**src/rtl/hazard_control_unit.sv**
```systemverilog
// Stall/flush/hold controller for the IF, ID and EX boundaries.
// Optional statistics counters are enabled with HAZARD_STATS_EN.
module hazard_control_unit #(
    parameter int rwidth     = 5,
    parameter int MD_LATENCY = 4,
    parameter int CWIDTH     = 8,
    parameter int SWIDTH     = 16
) (
    input  logic              Clock,
    input  logic              Reset_n,
    input  logic [rwidth-1:0] IF_ID_RegisterRs,
    input  logic [rwidth-1:0] IF_ID_RegisterRt,
    input  logic              ID_UsesRt,
    input  logic              ID_IsBranch,
    input  logic              ID_Branch_Taken,
    input  logic              EX_MemRead,
    input  logic              EX_RegWrite,
    input  logic [rwidth-1:0] EX_WriteReg,
    input  logic              EX_MulDiv_Start,
    output logic              PC_Write,
    output logic              IF_ID_Write,
    output logic              IF_ID_Flush,
    output logic              ID_EX_Flush,
    output logic              EX_Hold,
    output logic [SWIDTH-1:0] Stall_Cycles,
    output logic [SWIDTH-1:0] Flush_Count
);

    typedef enum logic [1:0] {
        RUN     = 2'd0,
        STALL1  = 2'd1,
        MD_BUSY = 2'd2
    } state_t;

    state_t            state, state_nxt;
    logic [CWIDTH-1:0] cnt, cnt_nxt;
    logic              match, lu, br;

    assign match = (EX_WriteReg != '0) &&
                   ((EX_WriteReg == IF_ID_RegisterRs) ||
                    (ID_UsesRt && (EX_WriteReg == IF_ID_RegisterRt)));
    assign lu = EX_MemRead && match;
    assign br = ID_IsBranch && EX_RegWrite && !EX_MemRead && match;

    always_ff @(posedge Clock or negedge Reset_n) begin
        if (!Reset_n) begin
            state <= RUN;
            cnt   <= '0;
        end else begin
            state <= state_nxt;
            cnt   <= cnt_nxt;
        end
    end

    always_comb begin
        PC_Write    = 1'b1;
        IF_ID_Write = 1'b1;
        IF_ID_Flush = 1'b0;
        ID_EX_Flush = 1'b0;
        EX_Hold     = 1'b0;
        state_nxt   = RUN;
        cnt_nxt     = cnt;
        if (!Reset_n) begin
            PC_Write    = 1'b0;
            IF_ID_Write = 1'b0;
            IF_ID_Flush = 1'b1;
            ID_EX_Flush = 1'b1;
            cnt_nxt     = '0;
        end else begin
            case (state)
                RUN: begin
                    if (EX_MulDiv_Start) begin
                        PC_Write    = 1'b0;
                        IF_ID_Write = 1'b0;
                        EX_Hold     = 1'b1;
                        cnt_nxt     = CWIDTH'(MD_LATENCY - 2);
                        state_nxt   = MD_BUSY;
                    end else if (lu || br) begin
                        PC_Write    = 1'b0;
                        IF_ID_Write = 1'b0;
                        ID_EX_Flush = 1'b1;
                        // a load feeding a branch needs a second bubble
                        if (lu && ID_IsBranch)
                            state_nxt = STALL1;
                    end else begin
                        IF_ID_Flush = ID_Branch_Taken;
                    end
                end
                STALL1: begin
                    PC_Write    = 1'b0;
                    IF_ID_Write = 1'b0;
                    ID_EX_Flush = 1'b1;
                end
                MD_BUSY: begin
                    PC_Write    = 1'b0;
                    IF_ID_Write = 1'b0;
                    EX_Hold     = 1'b1;
                    if (cnt == CWIDTH'(1)) begin
                        cnt_nxt = '0;
                    end else begin
                        cnt_nxt   = cnt - CWIDTH'(1);
                        state_nxt = MD_BUSY;
                    end
                end
                default: begin
                    PC_Write    = 1'b0;
                    IF_ID_Write = 1'b0;
                    ID_EX_Flush = 1'b1;
                    cnt_nxt     = '0;
                end
            endcase
        end
    end

`ifdef HAZARD_STATS_EN
    logic [SWIDTH-1:0] stall_q, flush_q;

    always_ff @(posedge Clock or negedge Reset_n) begin
        if (!Reset_n) begin
            stall_q <= '0;
            flush_q <= '0;
        end else begin
            if (!PC_Write && (stall_q != '1))
                stall_q <= stall_q + SWIDTH'(1);
            if (IF_ID_Flush && (flush_q != '1))
                flush_q <= flush_q + SWIDTH'(1);
        end
    end

    assign Stall_Cycles = stall_q;
    assign Flush_Count  = flush_q;
`else
    assign Stall_Cycles = '0;
    assign Flush_Count  = '0;
`endif

endmodule
```
**config.mk**
```make
export PLATFORM = sky130hd
export DESIGN_NAME = hazard_control_unit
export DESIGN_NICKNAME = d
export VERILOG_FILES = /design/src/rtl/hazard_control_unit.sv
export SDC_FILE = /design/constraint.sdc
export NUM_CORES = 1
export LEC_CHECK = 0
export ABC_AREA = 0
export BUFFER_PORTS_ARGS = -buffer_cell sky130_fd_sc_hd__buf_2
export CAP_MARGIN = 20
export CORE_UTILIZATION = 46
export CTS_CLUSTER_DIAMETER = 120
export DETAILED_ROUTE_END_ITERATION = 10
export MAX_ROUTING_LAYER = met4
export PLACE_DENSITY = 0.87
export SLEW_MARGIN = 20
export SYNTH_ARGS = -nofsm -noshare
export SYNTH_HDL_FRONTEND = slang
export SYNTH_SLANG_ARGS = --single-unit
export TNS_END_PERCENT = 30
```
**constraint.sdc**
```tcl
create_clock -name Clock -period 4.15 [get_ports Clock]
set_clock_uncertainty 0.15 [all_clocks]
set_input_delay 0.2075 -clock Clock [delete_from_list [all_inputs] [get_ports Clock]]
set_output_delay 0.2075 -clock Clock [all_outputs]
set_load 0.01 [all_outputs]
```
==> metrics.txt <==
crit-path max FO 13; Core ar. 1980 sq um; Congestion Overflow GR 0; Synth Flop Type dfrtp_1; period utilisation layout 56.0%; max-slew violations 0; Final setup viols 0; first-pass GRT wire length 3010 microns; routed len/inst 10.6 microns; final WL 1820 microns; Inserted Diodes 0; Hold Fails Final Rpt 0; vias in the first global route 817; maxcap violations 0; # DRC 0; post-CTS setup repair buffer count 0; H-tree depth 1; initial drt markers 9; initial antenna violation count 0; Pwr Density 300 nW/um^2; critical path required time 3.79 ns; area grow syn2layout 8.49%; die area 2340 sq um; Syn Inst Count 114; TNS Setup 0 ns; register area share after synthesis 25.3%; largest net degree at the start of global routing 14; Die Wd 48.3 microns; status finished, final reports clean; Boundary Pins 60; worst hold slack 0.0840 ns; clock root cell clkbuf_4; dpl hpwl 1520 microns; Routed Antenna Nets 0; row cnt 16; relative slew slack 60.4%; Yosys reg bits 10; Post-Syn Area per Cell 8.66 sq um; Mapped Area 987 sq um; Worst Hold Class input pin to flip-flop; vias per inst 4.94; layout cells sized above 1 25.7%; clock-pin slew on the worst setup and hold paths 0.07 ns; total CTS buffers 3; Tmin final 2.32 ns; Yosys cell types 35; # port buffers 27; Setup crit start kind input pin; EDFF count, synth 0; clk_lat worst skew 0.26 ns; Leakage Power 0.542 nW; Max Fclk 431 MHz; Fillers 186; vias post-DR 844; All-Layer GR Usage 17.0%; RePlAce Congestion 0.816; cts repair resizes 0; clock sinks 10; Worst setup EP type output pin; Clock Path Buffers 2; worst slew pin tran 0.589 ns; DR pass1 iterations 4; Nets 170; Data arrival, critical path 1.96 ns; crit path kind input pin to output pin; CTS tree yes; Initial Util 49.8%; Async S/R FF share, synth 100%; Peak VDD IR 0.149 mV; Die Y 48.3 microns; RSZ-0062 raised after global routing no; Yosys warnings 0; Core Util, Final 54.0%
-- metrics by stage --
| step | instance area, sq um | power (W) | worst slack (ns) | std cells |
|---|---|---|---|---|
| 2_1_floorplan | 1100 | 0.000223 | 2.15 | 145 |
| 3_3_place_gp | 1020 | 0.000228 | 2.09 | 166 |
| 3_5_place_dp | 1020 | 0.000234 | 2.06 | 166 |
| 4_1_cts | 1070 | 0.000325 | 1.78 | 171 |
| 5_1_grt | 1070 | 0.000346 | 1.68 | 171 |
| 6_report | 1070 | 0.000321 | 1.83 | 171 |
-- flip-flops by register name, indices dropped and copies added (netlist names) --
name   count
state      2
cnt        8
-- Yosys cell counts, types with 2 or more instances --
| cell type | number | area (sq um) |
|---|---|---|
| nor3_1 | 4 | 20.0 |
| dfrtp_1 | 10 | 250 |
| xnor2_1 | 8 | 70.1 |
| buf_4 | 33 | 248 |
| a21oi_1 | 2 | 10.0 |
| a32o_1 | 2 | 20.0 |
| o21ai_0 | 8 | 40.0 |
| a22o_1 | 3 | 26.3 |
| inv_1 | 4 | 15.0 |
| nor4_1 | 2 | 12.5 |
| a31o_2 | 3 | 26.3 |
| xor2_1 | 2 | 17.5 |
| nor2_1 | 5 | 18.8 |
| ha_1 | 2 | 25.0 |
| nand2_1 | 3 | 11.3 |
| nor2b_1 | 3 | 18.8 |
| or4_1 | 2 | 15.0 |
-- worst paths after layout --
path	start	to	slack [ns]	cells past startpoint
hold reg to reg	cnt[6]$_DFFE_PN0P_	cnt[6]$_DFFE_PN0P_	0.37	1
max in group asynchronous	Reset_n	state[1]$_DFF_PN0_	3.46	2
min in group asynchronous	Reset_n	cnt[4]$_DFFE_PN0P_	0.19	2
setup reg to reg	cnt[5]$_DFFE_PN0P_	cnt[5]$_DFFE_PN0P_	2.21	4
setup / recovery	Reset_n	PC_Write	1.83	5
hold / removal	EX_MulDiv_Start	state[1]$_DFF_PN0_	0.08	3
-- cell usage in the layout, fill, tap and decap left out, types with 2 or more instances in the layout --
cell type | synthesis | routed
nor2_1 | 5 | 5
a22o_1 | 3 | 3
a21oi_1 | 2 | 2
nor2b_1 | 3 | 3
a31o_2 | 3 | 3
buf_2 | 0 | 27
a32o_1 | 2 | 2
conb_1 | 1 | 32
xor2_1 | 2 | 2
xnor2_1 | 8 | 8
nand2_1 | 3 | 3
or4_1 | 2 | 2
o21ai_0 | 8 | 8
nor4_1 | 2 | 2
inv_1 | 4 | 4
clkbuf_4 | 0 | 3
nor3_1 | 4 | 4
ha_1 | 2 | 2
dfrtp_1 | 10 | 10
-- cell type report --
cell class	count	area [sq um]	area share [%]
clock buffer	4	36.3	3.39
tap	27	33.8	3.15
timing repair buffer	28	145	13.6
multi-input combinational	98	591	55.1
sequential	10	250	23.4
inverter	4	15.0	1.40
-- critical path, cell delays in order --
cell,delay (ns)
dlygate4sd3_1,0.52
buf_2,0.26
or2b_2,0.38
a2111oi_2,0.39
buf_2,0.20
-- cells by family after synthesis --
logic type	Yosys count	share of synthesized area, %
other cells	1	0.380
compound gates	25	19.3
simple gates	28	16.0
flops	10	25.3
xor+xnor	10	8.87
fa+ha+maj	2	2.53
mux	1	1.01
buf+inv	37	26.6
-- repair_timing --
action / in CTS / in global routing
hold buffers: 1 / 0
endpoints found under the hold margin: 10 / 0
endpoints found under the setup margin: 0 / 0
-- power by group --
group          switching [W]  internal (W)  total (W)
clock network      0.0000346     0.0000533  0.0000879
registers          0.0000123      0.000108   0.000120
logic              0.0000650     0.0000480   0.000113
-- routing by layer --
metal	GRT usage, %	up-vias	share of wire [%]
li1	-	402	-
met1	14.0	395	36
met2	35.0	45	56
met3	4.72	2	8.2
met4	5.88	0	0.60
met5	-	-	0
(Power assumes the default switching activity.)
